==> src/rtl/dma_engine_if.sv <==
// Bus bundle for the word-copy DMA: the south-bridge responder port plus the
// arbiter-granted initiator port. "slave" is the DMA device's view; "master"
// is the system side (bridge, arbiter and memory) that drives it.
interface dma_engine_if;
  logic [31:0] Addr;
  logic        WE;
  logic [31:0] Din;
  logic [31:0] Dout;
  logic        IRQ;
  logic        MReq;
  logic        MGnt;
  logic [31:0] MAddr;
  logic        MWE;
  logic [31:0] MWD;
  logic [31:0] MRD;

  modport slave (
    input  Addr, WE, Din, MGnt, MRD,
    output Dout, IRQ, MReq, MAddr, MWE, MWD
  );

  modport master (
    output Addr, WE, Din, MGnt, MRD,
    input  Dout, IRQ, MReq, MAddr, MWE, MWD
  );
endinterface

==> src/rtl/dma_engine.sv <==
// Word-copy DMA engine. The CPU programs SRC/DST/LEN through the responder
// port and starts a copy via CTRL; the engine then alternates one read beat
// and one write beat per word on the initiator port and raises IRQ when done.
module dma_engine (
  input  logic         clk,
  input  logic         reset,
  dma_engine_if.slave  bus
);

  localparam logic [1:0] IDLE  = 2'd0;
  localparam logic [1:0] READ  = 2'd1;
  localparam logic [1:0] WRITE = 2'd2;

  logic [1:0]  state_q, state_d;
  logic [31:0] src_q, src_d;
  logic [31:0] dst_q, dst_d;
  logic [31:0] len_q, len_d;
  logic [31:0] buf_q, buf_d;
  logic        im_q, im_d;
  logic        done_q, done_d;
  logic        busy;
  logic        unused_addr;

  assign busy        = (state_q != IDLE);
  assign unused_addr = ^{bus.Addr[31:4], bus.Addr[1:0]};

  // Next-state: a CPU register write takes priority over any granted beat
  // on the same edge, so a colliding beat is simply dropped.
  always_comb begin
    state_d = state_q;
    src_d   = src_q;
    dst_d   = dst_q;
    len_d   = len_q;
    buf_d   = buf_q;
    im_d    = im_q;
    done_d  = done_q;

    if (state_q == 2'd3) begin
      state_d = IDLE;
    end else if (bus.WE) begin
      case (bus.Addr[3:2])
        2'd0: begin
          im_d = bus.Din[1];
          if (bus.Din[2]) begin
            done_d = 1'b0;
          end
          if (!busy) begin
            if (bus.Din[0]) begin
              if (len_q != 32'd0) begin
                done_d  = 1'b0;
                state_d = READ;
              end else begin
                done_d = 1'b1;
              end
            end
          end else if (!bus.Din[0]) begin
            state_d = IDLE;
          end
        end
        2'd1: begin
          if (!busy) begin
            src_d = {bus.Din[31:2], 2'b00};
          end
        end
        2'd2: begin
          if (!busy) begin
            dst_d = {bus.Din[31:2], 2'b00};
          end
        end
        default: begin
          if (!busy) begin
            len_d = bus.Din;
          end
        end
      endcase
    end else if (bus.MGnt) begin
      case (state_q)
        READ: begin
          buf_d   = bus.MRD;
          state_d = WRITE;
        end
        WRITE: begin
          src_d = src_q + 32'd4;
          dst_d = dst_q + 32'd4;
          len_d = (len_q != 32'd0) ? (len_q - 32'd1) : 32'd0;
          if (len_d == 32'd0) begin
            state_d = IDLE;
            done_d  = 1'b1;
          end else begin
            state_d = READ;
          end
        end
        default: begin
        end
      endcase
    end
  end

  // State and register flops, cleared asynchronously so reset cancels a beat at once.
  always_ff @(posedge clk or posedge reset) begin
    if (reset) begin
      state_q <= IDLE;
      src_q   <= 32'd0;
      dst_q   <= 32'd0;
      len_q   <= 32'd0;
      buf_q   <= 32'd0;
      im_q    <= 1'b0;
      done_q  <= 1'b0;
    end else begin
      state_q <= state_d;
      src_q   <= src_d;
      dst_q   <= dst_d;
      len_q   <= len_d;
      buf_q   <= buf_d;
      im_q    <= im_d;
      done_q  <= done_d;
    end
  end

  // Bus outputs and register read-back, all decoded from current state.
  always_comb begin
    bus.MReq  = busy;
    bus.MWE   = (state_q == WRITE);
    bus.MAddr = 32'd0;
    bus.MWD   = 32'd0;
    bus.IRQ   = done_q & im_q;
    bus.Dout  = 32'd0;

    if (state_q == READ) begin
      bus.MAddr = src_q;
    end else if (state_q == WRITE) begin
      bus.MAddr = dst_q;
      bus.MWD   = buf_q;
    end

    case (bus.Addr[3:2])
      2'd0:    bus.Dout = {29'd0, done_q, im_q, busy};
      2'd1:    bus.Dout = src_q;
      2'd2:    bus.Dout = dst_q;
      default: bus.Dout = len_q;
    endcase
  end

endmodule

==> src/flat_wrapper.sv <==
// flat-port wrapper written by rule: the top's interface ports become plain ports
module dma_engine_flat 
  (clk, reset, bus_Addr, bus_WE, bus_Din, bus_MGnt, bus_MRD, bus_Dout, bus_IRQ, bus_MReq, bus_MAddr, bus_MWE, bus_MWD);
  dma_engine_if bus_i ();
  input  logic clk;
  input  logic reset;
  input wire logic [$bits(bus_i.Addr)-1:0] bus_Addr;
  input wire logic [$bits(bus_i.WE)-1:0] bus_WE;
  input wire logic [$bits(bus_i.Din)-1:0] bus_Din;
  input wire logic [$bits(bus_i.MGnt)-1:0] bus_MGnt;
  input wire logic [$bits(bus_i.MRD)-1:0] bus_MRD;
  output wire logic [$bits(bus_i.Dout)-1:0] bus_Dout;
  output wire logic [$bits(bus_i.IRQ)-1:0] bus_IRQ;
  output wire logic [$bits(bus_i.MReq)-1:0] bus_MReq;
  output wire logic [$bits(bus_i.MAddr)-1:0] bus_MAddr;
  output wire logic [$bits(bus_i.MWE)-1:0] bus_MWE;
  output wire logic [$bits(bus_i.MWD)-1:0] bus_MWD;
  assign bus_i.Addr = bus_Addr;
  assign bus_i.WE = bus_WE;
  assign bus_i.Din = bus_Din;
  assign bus_i.MGnt = bus_MGnt;
  assign bus_i.MRD = bus_MRD;
  assign bus_Dout = bus_i.Dout;
  assign bus_IRQ = bus_i.IRQ;
  assign bus_MReq = bus_i.MReq;
  assign bus_MAddr = bus_i.MAddr;
  assign bus_MWE = bus_i.MWE;
  assign bus_MWD = bus_i.MWD;
  dma_engine u_core (.clk(clk), .reset(reset), .bus(bus_i));
endmodule
==> config.mk <==
export PLATFORM = sky130hd
export DESIGN_NAME = dma_engine_flat
export DESIGN_NICKNAME = d
export VERILOG_FILES = /design/src/rtl/dma_engine_if.sv /design/src/rtl/dma_engine.sv /design/src/flat_wrapper.sv
export SDC_FILE = /design/constraint.sdc
export NUM_CORES = 1
export LEC_CHECK = 0
export BUFFER_PORTS_ARGS = -buffer_cell sky130_fd_sc_hd__buf_2
export CAP_MARGIN = 20
export CORE_MARGIN = 2
export CORE_UTILIZATION = 35
export CTS_CLUSTER_SIZE = 30
export DETAILED_ROUTE_END_ITERATION = 12
export SETUP_SLACK_MARGIN = 0.1
export SLEW_MARGIN = 15
export SYNTH_ARGS = -nofsm -noshare
export SYNTH_HDL_FRONTEND = slang
export SYNTH_SLANG_ARGS = --single-unit
==> constraint.sdc <==
create_clock -name clk -period 5.22 [get_ports clk]
set_input_delay 1.044 -clock clk [delete_from_list [all_inputs] [get_ports clk]]
set_output_delay 1.044 -clock clk [all_outputs]
set_load 0.05 [all_outputs]
Word-level counts from Yosys, hierarchy flattened:

Index checks and enable logic that the tools add are counted.

* register bits after elaboration: 132
* input port bits: 100
* output and inout port bits: 99
* logic and storage cells: 83

* $add $sub $neg: 3
* equality and inequality tests: 14
* multiplexer cells: 39
* bitwise operators: 3
* reductions and logical operators: 17

Operators by type and width (count)
* $mux 32: 19
* $pmux 32 s3: 1
* $add 32x3->32 const B: 2
* $logic_not 32->1: 1
* $reduce_bool 32->1: 1
* $sub 32x1->32 const B: 1
* $reduce_and 5->1: 4
* $mux 2: 8
* $mux 1: 10
* $ne 4x1->1 const B: 2
* $reduce_bool 2->1: 4
* $eq 2x2->1 const B: 3
* $ne 2x1->1 const B: 3
* $reduce_and 6->1: 1
* $eq 2x1->1 const B: 2
* $ne 2x2->1 const B: 2
* $ne 4x3->1 const B: 1
* $pmux 2 s2: 1
* $reduce_and 4->1: 1
* $reduce_bool 4->1: 1
* $ne 3x1->1 const B: 1
* $reduce_and 3->1: 1
* $reduce_bool 3->1: 1
* $reduce_or 3->1: 1
* 3 further kinds: 4

Depth between registers and ports, before layout:

* depth after elaboration: 8
* gate-level depth with buffers: 11
* mapped depth without buffers: 8

Worst setup path before layout:

No wires, ideal clock.

* path type: register to output
* start: register u_core.state_q[0]
* end: output bus_MAddr[19]
* arrival: 2.681 ns
* data required time: 4.176 ns
* path slack: 1.495 ns
* stages on the path, launching flop included: 7
* path buffers: 2
* cell sequence: dfrtp_1 inv_1 ha_1 clkbuf_1 clkbuf_1 nand2_1 o21ai_0

* longest elaborated chain between the ends: 3
* elaborated cells on any way between the ends: 4
* classes of those cells: eq/ne: 2; mux: 2

RTL lines
* from (decl): line dma_engine.sv:14 `logic [1:0] state_q, state_d;`
* from (signal assigned): line dma_engine.sv:110 `state_q <= state_d;`
* $eq 2x2->1
* named net bus_MWE: line flat_wrapper.sv:16 `output wire logic [$bits(bus_i.MWE)-1:0] bus_MWE;`
* $mux 32: line dma_engine.sv:131 `end else if (state_q == WRITE) begin`
* $mux 32: line dma_engine.sv:129 `if (state_q == READ) begin`
* to (decl): line flat_wrapper.sv:15 `output wire logic [$bits(bus_i.MAddr)-1:0] bus_MAddr;`

The timed path passes the listed nets, and every way through them passes these cells.

Worst setup path after layout:

* start: register u_core.state_q[0]
* end: output bus_MAddr[31]

* longest elaborated chain between the ends: 3
* elaborated cells on any way between the ends: 4
* classes of those cells: eq/ne: 2; mux: 2

RTL lines (line)
* $eq 2x2->1: dma_engine.sv:131
* $mux 32: dma_engine.sv:131
* $mux 32 (*): dma_engine.sv:129

Mark *: on every way between the ends. The rest lies on a longest branch, timed or not.

==> flow_summary.toml <==
[status]
status = "complete, no violations"

[global_routing]
grt_pass1_vias = 8409
top_usage_layer = "met2"
grt_pass1_wl_um = 47000
antenna_found_initial = 0
grt_overflow = 0
met3_usage_pct = 4.52
grtUsageMet1_pct = 31.2
grt_max_degree = 129
grt_use_met2_pct = 36.0
grt_use_total_pct = 22.6

[place]
gp_congestion = 0.843
dp_cells = 1514
hpwlAfterDp_um = 21000
portBuffers = 166

[final_layout]
fillers = 2528
syn2layout_area_growth_pct = 18.7
final_cells = 1546
fin_nets = 1310
drive_gt1_share_pct = 24.3
antenna_cells = 0

[worst_setup_path]
cp.depth = 5
critical-path-slowest-cell = "ha_1"
arrival_ns = 2.82
reg2reg_depth = 8
end_kind = "output port"
critPathTopFamily = "adder cells"
worst-path-max-fanout = 23
crit_type = "flop to output port"
r2r_end = "u_core.len_q[15]"
crit_buf_inv = 2
endpoint = "bus_MAddr[31]"
critPathLaunchType = "flop"
crit_start = "u_core.state_q[0]"
cp.required_ns = 4.18
critical_path.cell_chain = "inv_1, ha_1, nand2_1, o21ai_0, buf_2"
max_stage_delay_ns = 0.83
r2r_start = "u_core.len_q[0]"
rrSetupSlack_ns = 1.72

[logic_synthesis]
synth-seq-cells = 128
ys.flop_type = "dfrtp_1"
synth_enable_flop_cells = 0
synth_seq_area_share_pct = 36.1
synth_area_per_cell_um2 = 8.06
synthArstFlopShare_pct = 100
synth_area_um2 = 8860
synth_cell_types = 67
syn_inst = 1100
yosys_warnings = 0

[detailed_routing]
via_per_inst = 5.87
wl_um = 30500
wl_per_cell_um = 19.7
drc = 0
drt_iter0_markers = 992
ant_nets = 0
dr_total_vias = 9070
dr.pass1.iters = 5

[die]
fp.dieW_um = 163
ios = 199
coreArea_um2 = 25000
die-area_um2 = 26600
row_count = 58
initial_core_util_pct = 35.4
die_h_um = 163

[min_path]
min_path_type = "flop to flop"

[sta]
setup_viol = 0
skew_ns = 0.0156
slew_headroom_pct = 32.2
fmax_mhz = 259
fin_crit_ns = 3.87
drv_slew = 0
tightestPinTransition_ns = 1.02
setup_tns_ns = 0
fin_crit_sh_pct = 74.1
hold_violations = 0
rsz0062_at_grt = "no"
hold_ws_ns = 0.498

[clock_network]
cts.path.max_buffers = 2
cts_made_buffers = 17
cts_setup_buffers = 0
cts.repair.resized = 0
clock_sinks = 128
clk_pin_slew_ns = 0.06
cts_tree = "done"
cts-htree-levels = 4
root_buffer = "clkbuf_16"
clk_latency_ns = 0.43
cts_hold_buf = 0

[pwr]
peakVddDrop_mv = 0.343
power_density_nw_per_um2 = 652
p_leak_nw = 4.47

[job]
maxCapViolCount = 0
-- power breakdown --
group	switching (W)	internal, W	total, W
Sequential	0.000680	0.00148	0.00216
Clock	0.000525	0.000816	0.00134
Combinational	0.00230	0.00106	0.00336
-- cells in the mapped netlist (9+ instances only) --
library cell	number	area share [%]
nand2_1	145	6.1
o21ai_0	138	7.8
dfrtp_1	128	36
a21oi_1	103	5.8
clkbuf_1	78	3.3
mux2_2	58	7.4
nor2_1	51	2.2
a22o_1	42	4.2
and2_1	38	2.7
nand3_1	26	1.5
inv_1	23	0.97
nor4_1	23	1.6
nand4_1	16	1.1
nor3_1	16	0.90
buf_1	15	0.64
nand2b_1	14	0.99
o31ai_1	14	1.2
o22ai_1	13	0.92
a21o_1	12	1.0
a31oi_1	12	0.85
a22oi_1	10	0.85
and3_1	9	0.64
or2_2	9	0.64
-- cell type report --
| type | count | area [µm²] | share of cell area (%) |
|---|---|---|---|
| clock inverters | 15 | 220 | 2.09 |
| clock buffers | 17 | 425 | 4.05 |
| flip-flops and latches | 128 | 3200 | 30.5 |
| repair buffers | 180 | 951 | 9.04 |
| well taps | 330 | 413 | 3.93 |
| inverters | 23 | 88.8 | 0.845 |
| multi-input cells | 853 | 5220 | 49.6 |
-- flip-flops by register name (all words and copies together) (netlist names) --
signal	cells
u_core.buf_q	32
u_core.done_q	1
u_core.dst_q	30
u_core.im_q	1
u_core.len_q	32
u_core.src_q	30
u_core.state_q	2
-- placed cells by master, fill, tap and decap left out, drive strengths merged, types with 9 or more instances in the layout --
| cell type | instances |
|---|---|
| buf | 180 |
| o31ai | 14 |
| nor2 | 51 |
| nor4 | 25 |
| a22o | 42 |
| nand2 | 145 |
| a21oi | 103 |
| and2 | 39 |
| o21ai | 139 |
| a22oi | 10 |
| o22ai | 13 |
| nand2b | 14 |
| a21o | 12 |
| nand4 | 16 |
| mux2 | 58 |
| nand3 | 26 |
| dfrtp | 128 |
| and3 | 9 |
| or2 | 9 |
| clkbuf | 17 |
| inv | 29 |
| a31oi | 12 |
| nor3 | 16 |
-- metal layers --
layer	part of all wire, %	up-vias
li1	-	4257
met5	0	-
met1	44	4382
met2	46	396
met4	1.4	0
met3	8.1	35
-- worst min-delay path by stage --
stage,cells after the start,endpoint,slack [ns],from
2_1_floorplan,1,u_core.buf_q[28],0.47,u_core.buf_q[28]
3_3_place_gp,1,u_core.buf_q[13],0.48,u_core.buf_q[13]
3_5_place_dp,1,u_core.buf_q[19],0.49,u_core.buf_q[19]
4_1_cts,1,u_core.buf_q[19],0.50,u_core.buf_q[19]
5_1_grt,1,u_core.buf_q[29],0.51,u_core.buf_q[29]
6_report,1,u_core.buf_q[2],0.50,u_core.buf_q[2]
-- cell families after synthesis --
group / count (synthesis) / synth area share (%)
DFF: 128 / 36.1
adders and majority gates: 7 / 0.988
buffers and inverters: 120 / 5.20
other: 1 / 0.0423
xor gates and xnor gates: 4 / 0.395
muxes: 61 / 7.85
and+or+nand+nor: 382 / 21.6
AOI/OAI and AO/OA: 397 / 27.8
-- worst reg2reg max path: stages, from the launching register on --
cell and delay [ns]:
dfrtp_1 0.46, inv_1 0.11, ha_1 0.23, nor3b_2 0.56, and2_0 0.75, a31o_2 0.74, nor2_1 0.21, a22oi_1 0.22
o2bb2ai_1 0.08
-- through the flow --
step	utilization, %	cell area, µm²	setup WS (ns)	total power (W)
after global routing	42.0	10500	1.21	0.00727
after CTS	42.0	10500	1.37	0.00686
final	42.0	10500	1.35	0.00685
after detailed placement	39.4	9870	1.44	0.00549
after global placement	39.4	9870	1.47	0.00545
after floorplan	-	8870	0.763	0.00458
Note: power is estimated with default switching activity, not from simulation.
